$ cat config.mk
export PLATFORM = sky130hd
export DESIGN_NAME = tile_seq
export DESIGN_NICKNAME = d
export VERILOG_FILES = /design/src/rtl/tile_seq.sv
export SDC_FILE = /design/constraint.sdc
export NUM_CORES = 1
export LEC_CHECK = 0
export BUFFER_PORTS_ARGS = -buffer_cell sky130_fd_sc_hd__buf_2
export CAP_MARGIN = 5
export CORE_MARGIN = 2
export CORE_UTILIZATION = 57
export DETAILED_ROUTE_END_ITERATION = 10
export GPL_ROUTABILITY_DRIVEN = 0
export PLACE_DENSITY_LB_ADDON = 0.08
export SETUP_SLACK_MARGIN = 0.15
export SYNTH_ARGS = -nofsm -noshare
export SYNTH_HDL_FRONTEND = slang
export SYNTH_SLANG_ARGS = --single-unit
$ cat constraint.sdc
create_clock -name clk -period 5.05 [get_ports clk]
set_input_delay 0.2525 -clock clk [delete_from_list [all_inputs] [get_ports clk]]
set_output_delay 0.2525 -clock clk [all_outputs]
set_load 0.02 [all_outputs]
$ cat src/rtl/tile_seq.sv
// Tile sequencer: streams weight and activation words from the input SRAM into L0
// and drives the core's weight-load / execute / drain stream over n_tiles tiles.
module tile_seq #(
   parameter int row     = 4,
   parameter int col     = 4,
   parameter int num_inp = 8,
   parameter int tw      = 8,
   parameter int aw      = 12
) (
   input  logic          clk,
   input  logic          reset,
   input  logic          start,
   input  logic [tw-1:0] n_tiles,
   input  logic          acc_clr,
   input  logic          full_l0,
   input  logic          ready_l0,
   input  logic          o_full,
   output logic          mem_cen,
   output logic [aw-1:0] mem_addr,
   output logic          wr_l0,
   output logic          rd_l0,
   output logic [1:0]    inst_w,
   output logic          mode,
   output logic          acc,
   output logic          busy,
   output logic          done,
   output logic [tw-1:0] tile_idx
);

   localparam int cw = $clog2(row + col + num_inp + 2);
   localparam logic [cw-1:0] w_last     = cw'(row - 1);
   localparam logic [cw-1:0] x_last     = cw'(num_inp - 1);
   localparam logic [cw-1:0] d_last     = cw'(row + col);
   localparam logic [aw-1:0] tile_words = aw'(row + num_inp);

   localparam logic [1:0] inst_idle  = 2'b00;
   localparam logic [1:0] inst_wload = 2'b01;
   localparam logic [1:0] inst_exec  = 2'b10;

   typedef enum logic [2:0] {IDLE, WLOAD, GAP, EXEC, DRAIN, NEXT, DONE} state_t;

   state_t        state_q, state_d;
   logic [cw-1:0] cnt_q, cnt_d;
   logic [tw-1:0] tile_d;
   logic [tw-1:0] n_tiles_q;
   logic          acc_clr_q;
   logic          accept;

   logic [aw-1:0] ptr, total;
   logic          issue;

   assign accept = start && (state_q == IDLE);

   // Fetch side runs ahead of the read FSM; it only needs a word left and L0 headroom.
   assign issue    = !full_l0 && (ptr != total);
   assign mem_cen  = !issue;
   assign mem_addr = ptr;

   // NOTE: sequential state uses non-blocking assignments so every register
   // samples the pre-edge values of the others, independent of statement order.
   always_ff @(posedge clk or negedge reset) begin
      if (!reset) begin
         ptr   <= '0;
         total <= '0;
         wr_l0 <= 1'b0;
      end else begin
         wr_l0 <= issue;
         if (accept) begin
            ptr   <= '0;
            total <= aw'(n_tiles) * tile_words;
         end else if (issue) begin
            ptr <= ptr + 1'b1;
         end
      end
   end

   always_ff @(posedge clk or negedge reset) begin
      if (!reset) begin
         state_q   <= IDLE;
         cnt_q     <= '0;
         tile_idx  <= '0;
         n_tiles_q <= '0;
         acc_clr_q <= 1'b0;
      end else begin
         state_q  <= state_d;
         cnt_q    <= cnt_d;
         tile_idx <= tile_d;
         if (accept) begin
            n_tiles_q <= n_tiles;
            acc_clr_q <= acc_clr;
         end
      end
   end

   // NOTE: every signal written here gets a default first, so no path can
   // leave one unassigned and infer a latch.
   always_comb begin
      state_d = state_q;
      cnt_d   = cnt_q;
      tile_d  = tile_idx;
      rd_l0   = 1'b0;
      inst_w  = inst_idle;
      mode    = 1'b0;
      done    = 1'b0;
      unique case (state_q)
         IDLE: begin
            if (start) begin
               cnt_d   = '0;
               tile_d  = '0;
               state_d = (n_tiles == '0) ? NEXT : WLOAD;
            end
         end
         WLOAD: begin
            if (ready_l0) begin
               rd_l0  = 1'b1;
               inst_w = inst_wload;
               if (cnt_q == w_last) begin
                  cnt_d   = '0;
                  state_d = GAP;
               end else begin
                  cnt_d = cnt_q + 1'b1;
               end
            end
         end
         GAP: state_d = EXEC;
         EXEC: begin
            mode = 1'b1;
            if (ready_l0) begin
               rd_l0  = 1'b1;
               inst_w = inst_exec;
               if (cnt_q == x_last) begin
                  cnt_d   = '0;
                  state_d = DRAIN;
               end else begin
                  cnt_d = cnt_q + 1'b1;
               end
            end
         end
         DRAIN: begin
            // Output FIFO backpressure freezes the drain count, not the state.
            if (!o_full) begin
               if (cnt_q == d_last) begin
                  cnt_d   = '0;
                  state_d = NEXT;
               end else begin
                  cnt_d = cnt_q + 1'b1;
               end
            end
         end
         NEXT: begin
            if ((n_tiles_q == '0) || (tile_idx == n_tiles_q - 1'b1)) begin
               state_d = DONE;
            end else begin
               tile_d  = tile_idx + 1'b1;
               state_d = WLOAD;
            end
         end
         DONE: begin
            done    = 1'b1;
            tile_d  = '0;
            state_d = IDLE;
         end
         default: state_d = IDLE;
      endcase
   end

   assign busy = (state_q != IDLE);
   assign acc  = !(busy && acc_clr_q && (tile_idx == '0));

endmodule

==> reports/metrics.yaml, run 1 <==
run_status: "complete, no violations"
cpPeakStageDelay_ns: 0.56
fmax_ghz: 0.400
cp_cell_sequence: "or4_4 -> nor4b_1 -> o21ai_0 -> a21oi_2 -> a21oi_2 -> a211oi_2 -> a31o_1"
ys_warn_count: 0
ir_worst_vdd_v: 0.000289
ys_types: 54
stdcell_count: 467
total_power_mw: 1.73
drt_iter0_drc: 153
cp-start-kind: "flop"
worstRegToRegCells: 7
worstPathBufferInverterCount: 0
cts_resized: 0
rows: 27
mostFrequentLayoutCell: "dfrtp_1"
hp-class: "input pin to asynchronous set/reset pin"
dominantRegCellSynth: "dfrtp_1"
synth_area_leaders: "dfrtp_1 37%, ha_1 8.0%, nand2_1 5.3%"
syn_area_mm2: 0.00314
cp_slowest_cell: "or4_4"
power_density_mw_per_mm2: 498
total_leakage_power_nw: 1.68
vias: 2554
post_cts_buffers: 0
grt_max_degree: 48
antenna_found_initial: 0
grt_pass1_vias: 2514
cts_sinks: 47
insertion_delay_ns: 0.30
post-route-min-period_ns: 2.50
reg2reg_setup_slack_ns: 2.55
wl_per_cell_um: 13.9
relSlewSlack_pct: 28.5
hold_viol: 0
syn_inst: 357
die-area_mm2: 0.00612
final_nets: 430
cts.clk_slew.worst_paths_ns: 0.09
area_growth_pct: 10.5
antennaDiodeCount: 0
cts_tree: "done"
final_antenna_net_count: 0
clockBufferDepth: 2
fin_crit_sh_pct: 49.5
core_mm2: 0.00541
finalSetupViolCount: 0
cp-end-kind: "flop"
place_hpwl_um: 4750
criticalPathCategory: "flop to flop"
avgViaCountPerCell: 5.47
fp.dieH_um: 78.3
ctsHoldBuffers: 0
final_util_pct: 64.3
async_flop_share_pct: 100
cts-buffers-inserted: 5
drt_pass1_iterations: 4
yosysTopAreaCellShare_pct: 37.4
seq_area_frac_synth_pct: 37.4
wl_um: 6500
drc: 0
setup_slack_ns: 2.55
tns_ns: 0
syn_avg_cell_area_um2: 8.80
most-common-layout-cells: "47 x dfrtp_1, 44 x nand2_1, 43 x buf_2"
slew_violations: 0
io_buffers: 43
grt_pass1_wl_um: 11500
critical_path_required_ns: 5.30
critPathMostFrequentCell: "a21oi_2"
ctsHtreeMaxLevel: 2
synth_edf_count: 0
cts-root-buf: "clkbuf_8"
die_x_um: 78.3
grt_overflow: 0
syn-num-nets: 393
critPathTopFamily: "simple AND/OR/NAND/NOR gates"
place_ws_ns: 2.58
fin_skew_ns: 0.00550
cp.arrival_ns: 2.75
timing.max_cap.violations: 0
dp_cells: 459
ios: 44
synth_top_area_cell: "dfrtp_1"
rsz0062_at_grt: "no"
start_util_pct: 58.1
synth.ff_latch_count: 47
worstSetupPathDepth: 7
critical_path.max_fanout: 9
grt_util_all_layers_pct: 23.4
worstMarginPinSlew_ns: 1.07
drive_gt1_share_pct: 16.5
worst register-to-register path: stages, from the launching register on:
cell and delay, ns:
dfrtp_1 0.49, or4_4 0.56, nor4b_1 0.44, o21ai_0 0.20, a21oi_2 0.29, a21oi_2 0.13
a211oi_2 0.22, a31o_1 0.12
report_power, final:
part / switching, mW / internal (mW)
combinational: 0.481 / 0.349
clock: 0.129 / 0.0975
sequential: 0.182 / 0.494
total: 0.792 / 0.940
cell usage after synthesis (all sizes together), types with 3 or more instances:
library cell / count
clkbuf: 11
nor2b: 6
or2: 3
nand3: 11
a21o: 4
nand4: 4
a211oi: 5
nor2: 27
a2bb2oi: 3
o21ai: 28
nand2: 44
or4: 3
nor3: 6
a21oi: 17
nand2b: 6
buf: 3
xnor2: 16
or3: 7
nor3b: 3
and3: 4
inv: 23
dfrtp: 47
xor2: 18
nor4: 4
a31oi: 4
ha: 20
through the flow:
stage	hold slack, ns	instance area [um2]
floorplan	-0.0431	3140
global placement	0.464	3390
detailed placement	0.465	3390
CTS	0.145	3470
global route	0.155	3470
finish	0.139	3470
cells by family (layout without fill, tap and decap cells):
logic type,count (synthesis),in the layout,synth area share [%]
adder cells (fa/ha/maj),21,21,8.60
AO/OA/AOI/OAI,79,79,16.8
flip-flops,47,47,37.4
multiplexers,1,1,0.358
buffers and inverters,37,75,4.94
AND/OR/NAND/NOR,138,138,22.4
XOR/XNOR,34,34,9.47
layout make-up:
class	count	area (um2)
Clock inverter	1	5.00
Clock buffer	7	76.3
Multi-Input combinational cell	273	1820
Fill cell	500	1930
Timing Repair Buffer	44	223
Tap cell	72	90.1
Inverter	23	86.3
Sequential cell	47	1180
registers in the layout, indices dropped and copies added, names as in the netlist:
name       cells
mem_addr      12
total          9
n_tiles_q      8
tile_idx       8
cnt_q          5
state_q        3
acc_clr_q      1
wr_l0          1
worst paths after layout:
check / from / endpoint
max in group asynchronous: reset / mem_addr[9]
worst min-delay path: reset / mem_addr[2]
worst max-delay path: n_tiles_q[2] / tile_idx[5]
min in group clk: acc_clr / acc_clr_q
worst min register to register: acc_clr_q / acc_clr_q
worst max register to register: n_tiles_q[2] / tile_idx[5]
metal layers:
| layer | vias up | GRT usage [%] | part of all wire [%] |
|---|---|---|---|
| met3 | 5 | 2.99 | 3.0 |
| met5 | - | 0 | 0 |
| met2 | 40 | 36.0 | 44 |
| li1 | 1306 | - | - |
| met1 | 1203 | 34.2 | 52 |
| met4 | 0 | 8.25 | 1.2 |
Note: power is estimated with default switching activity, not from simulation.
==> inputs of run 2 (changes only) <==
--- a/config.mk
+++ b/config.mk
@@ -5,10 +5,11 @@
 export SDC_FILE = /design/constraint.sdc
 export NUM_CORES = 1
 export LEC_CHECK = 0
+export ABC_AREA = 1
 export BUFFER_PORTS_ARGS = -buffer_cell sky130_fd_sc_hd__buf_2
 export CAP_MARGIN = 5
 export CORE_MARGIN = 2
-export CORE_UTILIZATION = 57
+export CORE_UTILIZATION = 53
 export DETAILED_ROUTE_END_ITERATION = 10
 export GPL_ROUTABILITY_DRIVEN = 0
 export PLACE_DENSITY_LB_ADDON = 0.08
==> constraint.sdc (replaced) <==
create_clock -name clk -period 2.05 [get_ports clk]
set_input_delay 0.1025 -clock clk [delete_from_list [all_inputs] [get_ports clk]]
set_output_delay 0.1025 -clock clk [all_outputs]
set_load 0.02 [all_outputs]
==> reports/metrics.yaml, run 2 <==
run_status: "complete, no violations"
cts-buffers-inserted: 5  # unchanged
syn_inst: 453  # +27%
fillCellCount: 558  # +12%
synth_top_cells_by_count: "112 x nand2_1, 49 x inv_1, 47 x dfrtp_1, 44 x nand3_1, 32 x nor2_1"
power_density_mw_per_mm2: 1160  # +130%
hp-class: "input pin to flop"
insertion_delay_ns: 0.30  # about the same
worstMarginPinSlew_ns: 0.416  # -0.657 ns
stdcell_count: 587  # +26%
dominantRegCellSynth: "dfrtp_1"
avgViaCountPerCell: 5.30  # -3.1%
critical_path_required_ns: 1.95  # -3.35 ns
cp_slowest_cell: "dfrtp_1"
rr_startpoint: "n_tiles_q[1]"
antennaDiodeCount: 0  # unchanged
place_ws_ns: 0.146  # -2.44 ns
cts_tree: "done"
synth_edf_count: 0  # unchanged
timing.rr.end: "tile_idx[6]"
whs_endpoint: "acc_clr_q"
fp.dieH_um: 83.6  # +6.8%
start_util_pct: 55.7  # -2.4 points
antenna_found_initial: 0  # unchanged
hold_path_startpoint: "acc_clr"
grt_pass1_vias: 2916  # +16%
critical_path.max_fanout: 4  # -5
ir_worst_vdd_v: 0.000634  # +120%
die-area_mm2: 0.00699  # +14%
cts-root-buf: "clkbuf_8"
wl_um: 7890  # +21%
relSlewSlack_pct: 72.2  # +44 points
finalSetupViolCount: 0  # unchanged
die_x_um: 83.6  # +6.8%
ys_types: 39  # -28%
fin_skew_ns: 0.00721  # +0.00172 ns
worstRegToRegCells: 13  # +6
mostFrequentLayoutCell: "nand2_1"
drive_gt1_share_pct: 22.5  # +6.0 points
ys_warn_count: 0  # unchanged
final_antenna_net_count: 0  # unchanged
post-route-min-period_ns: 1.81
wl_met3_um: 345  # +78%
largest_register_ffs: 12  # unchanged
drc: 0  # unchanged
total_leakage_power_nw: 1.97  # +17%
tns_ns: 0  # unchanged
clockBufferDepth: 2  # unchanged
fmax_ghz: 0.551
ctsHtreeMaxLevel: 2  # unchanged
seqCellArea_mm2: 0.00118  # unchanged
io_buffers: 43  # unchanged
synth_top_area_cell: "dfrtp_1"
cp-start-kind: "flop"
slew_violations: 0  # unchanged
rsz0062_at_grt: "yes"
place_hpwl_um: 5770  # +21%
cp-end-kind: "primary output"
hold_viol: 0  # unchanged
grt_pass1_wl_um: 13700  # +19%
wirelength_met1_um: 3800  # +14%
cp.arrival_ns: 1.71  # -1.04 ns
syn_area_mm2: 0.00336  # +6.8%
grt_util_all_layers_pct: 23.6  # +0.16 points
yosysTopAreaCellShare_pct: 35.0  # -2.4 points
grt_overflow: 0  # unchanged
area_growth_pct: 17.5
seq_area_frac_synth_pct: 35.0  # -2.4 points
async_flop_share_pct: 100  # unchanged
criticalPathCategory: "flop to primary output"
ios: 44  # unchanged
fin_crit_sh_pct: 88.5
synth.ff_latch_count: 47  # unchanged
syn-num-nets: 489  # +24%
cp_cell_sequence: "inv_2 -> ha_4 -> a21boi_2 -> o2111ai_2 -> nor2_1 -> nand2_1 -> nand2_2 -> buf_6 -> buf_6"
vias: 3110  # +22%
synth_area_leaders: "dfrtp_1 35%, nand2_1 13%, ha_1 7.5%"
critPathMostFrequentCell: "buf_6"
rows: 28  # +3.7%
core_mm2: 0.00603  # +11%
drt_pass1_iterations: 4  # unchanged
routed.top_layer: "met4"
startpoint: "mem_addr[0]"
wl_per_cell_um: 13.4  # -3.4%
met2_length_um: 3610  # +25%
syn_avg_cell_area_um2: 7.41  # -16%
multi_input_comb_area_mm2: 0.00196  # +7.6%
cpPeakStageDelay_ns: 0.41  # -0.15 ns
final_nets: 547  # +27%
grt_max_degree: 32  # -33%
cts.clk_slew.worst_paths_ns: 0.09  # about the same
dp_cells: 568  # +24%
timing.max_cap.violations: 0  # unchanged
cts_sinks: 47  # unchanged
most-common-layout-cells: "108 x nand2_1, 47 x dfrtp_1, 46 x inv_1"
drt_iter0_drc: 223  # +46%
min_path_cells: 3
setup_slack_ns: 0.236  # -2.31 ns
synth.most_common_cell: "nand2_1"
reg2reg_setup_slack_ns: 0.25  # -2.30 ns
-- run 2: cell types whose count changed after synthesis, sizes merged, moves of 7 or more --
cell / previous run / this run
nor2: 27 / 38
xnor2: 16 / 7
nand3: 11 / 45
inv: 23 / 62
clkbuf: 11 / 1
nand2: 44 / 125
or3: 7 / 0
o31ai: 2 / 9
-- run 2: cell type report --
class	instances	share of cell area (%)
Inverter	63	6.06
Sequential cell	47	29.8
Timing Repair Buffer	59	9.14
Clock inverter	2	0.888
Clock buffer	6	2.09
Multi-Input combinational cell	335	49.6
Tap cell	75	2.38
-- run 2: critical path: cells and delay by family, from the launching register on --
| family | cells | cell delay [ns] |
|---|---|---|
| AND/OR/NAND/NOR | 3 | 0.28 |
| flip-flops | 1 | 0.41 |
| adder cells (fa/ha/maj) | 1 | 0.13 |
| AO/OA/AOI/OAI | 2 | 0.27 |
| buffers and inverters | 3 | 0.32 |
-- run 2: stage by stage --
step | cell area [um2] | power [mW] | utilization (%) | hold WS (ns)
2_1_floorplan | 3360 | 3.09 | - | -0.193
6_report | 3940 | 4.59 | 65.4 | 0.00979
5_1_grt | 3940 | 5.01 | 65.4 | 0.0190
3_3_place_gp | 3670 | 3.57 | 60.9 | 0.0589
4_1_cts | 3840 | 4.41 | 63.7 | 0.00569
3_5_place_dp | 3670 | 3.63 | 60.9 | 0.0652
-- run 2: timing repair --
action                     in CTS  in global routing
buffers inserted                4                  5
hold endpoints to repair       17                  0
hold buffers                    1                  0
gates resized for setup         5                 16
cloned                          0                  1
setup endpoints to repair       9                 15
pin swaps                       0                 12
-- run 2: per-layer routing --
layer,track usage [%],vias to the layer above
li1,-,1587
met3,3.76,11
met2,36.7,71
met5,0,-
met4,5.72,0
met1,34.4,1441
-- run 2: how the worst max path moves through the flow --
stage,to,cells after the start,slack (ns)
floorplan,tile_idx[2],15,0.33
global placement,tile_idx[2],15,0.24
detailed placement,tile_idx[2],15,0.15
CTS,mem_cen,9,0.19
global route,tile_idx[6],16,0.02
finish,mem_cen,9,0.24
-- run 2: report_power, final --
group / internal (mW) / switching, mW
sequential: 1.20 / 0.312
clock: 0.395 / 0.311
combinational: 0.892 / 1.48
-- run 2: logic make-up after synthesis --
logic type	after synthesis	share of synthesized area, %
xor+xnor	26	6.78
flops	47	35.0
buf+inv	72	8.68
mux	1	0.298
fa+ha+maj	21	8.05
simple gates	228	30.8
compound gates	58	10.3
==> inputs of run 3 (changes only) <==
--- a/config.mk
+++ b/config.mk
@@ -6,11 +6,11 @@
 export NUM_CORES = 1
 export LEC_CHECK = 0
 export ABC_AREA = 1
-export BUFFER_PORTS_ARGS = -buffer_cell sky130_fd_sc_hd__buf_2
 export CAP_MARGIN = 5
 export CORE_MARGIN = 2
-export CORE_UTILIZATION = 53
+export CORE_UTILIZATION = 57
 export DETAILED_ROUTE_END_ITERATION = 10
+export DONT_BUFFER_PORTS = 1
 export GPL_ROUTABILITY_DRIVEN = 0
 export PLACE_DENSITY_LB_ADDON = 0.08
 export SETUP_SLACK_MARGIN = 0.15
==> reports/metrics.yaml, run 3 (synthesized netlist as in run 2, its figures left out) <==
antennaDiodeCount: 0  # unchanged
finalSetupViolCount: 0  # unchanged
criticalPathCategory: "flop to flop"
use_met2_pct: 42.6  # +5.9 points
final_nets: 527  # -3.7%
run_status: "complete, no violations"
worstMarginPinSlew_ns: 0.644  # +0.228 ns
fin_crit_sh_pct: 90.3  # +1.8 points
vias: 3055  # -1.8%
clockBufferDepth: 2  # unchanged
relSlewSlack_pct: 56.8  # -15 points
core_mm2: 0.00561  # -6.9%
fin_skew_ns: 0.00800  # +0.000789 ns
avgViaCountPerCell: 5.42  # +2.2%
drc: 0  # unchanged
die-area_mm2: 0.00652  # -6.7%
power_density_mw_per_mm2: 1160  # -0.33%
fmax_ghz: 0.540  # -2.0%
cts.clk_slew.worst_paths_ns: 0.09  # about the same
rsz0062_at_grt: "yes"
wl_um: 7910  # +0.30%
ir_worst_vdd_v: 0.000674  # +6.4%
worstRegToRegCells: 14  # +1
largest_register_ffs: 12  # unchanged
slew_violations: 0  # unchanged
rows: 27  # -3.6%
grt_pass1_vias: 2971  # +1.9%
cts-root-buf: "clkbuf_8"
dp_cells: 535  # -5.8%
critical_path_required_ns: 2.30  # +0.35 ns
final_antenna_net_count: 0  # unchanged
met3_usage_pct: 5.56  # +1.8 points
min_path_cells: 3  # unchanged
ios: 44  # unchanged
fin_area_mm2: 0.00396  # +0.35%
placed_cell_area_mm2: 0.00355  # -3.3%
io_buffers: 0  # -100%
drive_gt1_share_pct: 18.7  # -3.8 points
cp-start-kind: "flop"
most-common-layout-cells: "104 x nand2_1, 46 x dfrtp_1, 45 x inv_1"
grt_max_degree: 48  # +50%
fp.dieH_um: 80.7  # -3.4%
antenna_found_initial: 0  # unchanged
hp-class: "input pin to flop"
mostFrequentLayoutCell: "nand2_1"
cts_tree: "done"
critical_path.max_fanout: 8  # +4
place_hpwl_um: 5790  # +0.32%
ctsHtreeMaxLevel: 2  # unchanged
stdcell_count: 564  # -3.9%
cp-end-kind: "flop"
drt_pass1_iterations: 5  # +1
tns_ns: 0  # unchanged
final_util_pct: 70.6  # +5.1 points
cp.arrival_ns: 2.10  # +0.39 ns
grt_util_met1_pct: 36.1  # +1.8 points
post-route-min-period_ns: 1.85  # +0.0375 ns
insertion_delay_ns: 0.31  # about the same
drt_iter0_drc: 190  # -15%
cts-buffers-inserted: 5  # unchanged
busiest_layer: "met2"
grt_util_all_layers_pct: 26.5  # +2.9 points
total_leakage_power_nw: 1.91  # -3.1%
grt_overflow: 0  # unchanged
timing.max_cap.violations: 0  # unchanged
wl_per_cell_um: 14.0  # +4.4%
cts_sinks: 47  # unchanged
start_util_pct: 59.9  # +4.2 points
area_growth_pct: 17.9
die_x_um: 80.7  # -3.4%
grt_pass1_wl_um: 13500  # -1.2%
hold_viol: 0  # unchanged
-- run 3: what timing repair did --
item                                   4_1_cts  5_1_grt
endpoints found under the hold margin       56        0
gates cloned                                 0        1
hold buffers                                11        0
setup endpoints to repair                    9       20
setup buffers                                2        7
resized for setup                            5       23
pin swaps                                    0        9
-- run 3: critical path, cell delays in order, from the launching register on --
cell and delay, ns:
dfrtp_1 0.40, inv_2 0.10, ha_4 0.16, nand2_2 0.07
nor2_4 0.13, nand3_2 0.09, nand3_1 0.10, nand2_1 0.07
nor2_1 0.10, nand2_1 0.09, nand2_2 0.11, nand2_4 0.10
nand2_8 0.15, nand2_2 0.06, nand2_1 0.07
-- run 3: final cells by class --
cell class / count / area [um2]
sequential: 47 / 1180
timing repair buffer: 39 / 358
clock buffer: 6 / 82.6
multi-input combinational: 335 / 1980
tap: 72 / 90.1
fill: 475 / 1650
clock inverter: 2 / 35.0
inverter: 63 / 239
-- run 3: final timing paths --
kind                         startpoint     endpoint  slack, ns
min in group asynchronous         reset  mem_addr[6]       0.30
min reg2reg                   acc_clr_q    acc_clr_q       0.48
max reg2reg                n_tiles_q[1]  tile_idx[6]       0.20
max                        n_tiles_q[1]  tile_idx[6]       0.20
min                          n_tiles[7]    total[10]       0.02
max in group asynchronous         reset     cnt_q[1]       1.53
-- run 3: power breakdown --
group          internal [mW]  switching (mW)
registers               1.20           0.287
clock network          0.395           0.321
logic                  0.901            1.49
-- run 3: routing by layer --
metal / vias up / wire, um
met2: 70 / 3690
met5: - / 0
met3: 9 / 395
met4: 0 / 116
met1: 1435 / 3710
li1: 1541 / -
-- run 3: through the flow --
| stage | power, mW | hold slack [ns] | setup WS, ns |
|---|---|---|---|
| floorplan | 3.09 | -0.193 | 0.329 |
| global placement | 3.53 | -0.192 | 0.237 |
| detailed placement | 3.59 | -0.192 | 0.104 |
| CTS | 4.38 | 0.0117 | 0.156 |
| global route | 5.00 | 0.0515 | 0.000838 |
| finish | 4.59 | 0.0203 | 0.199 |
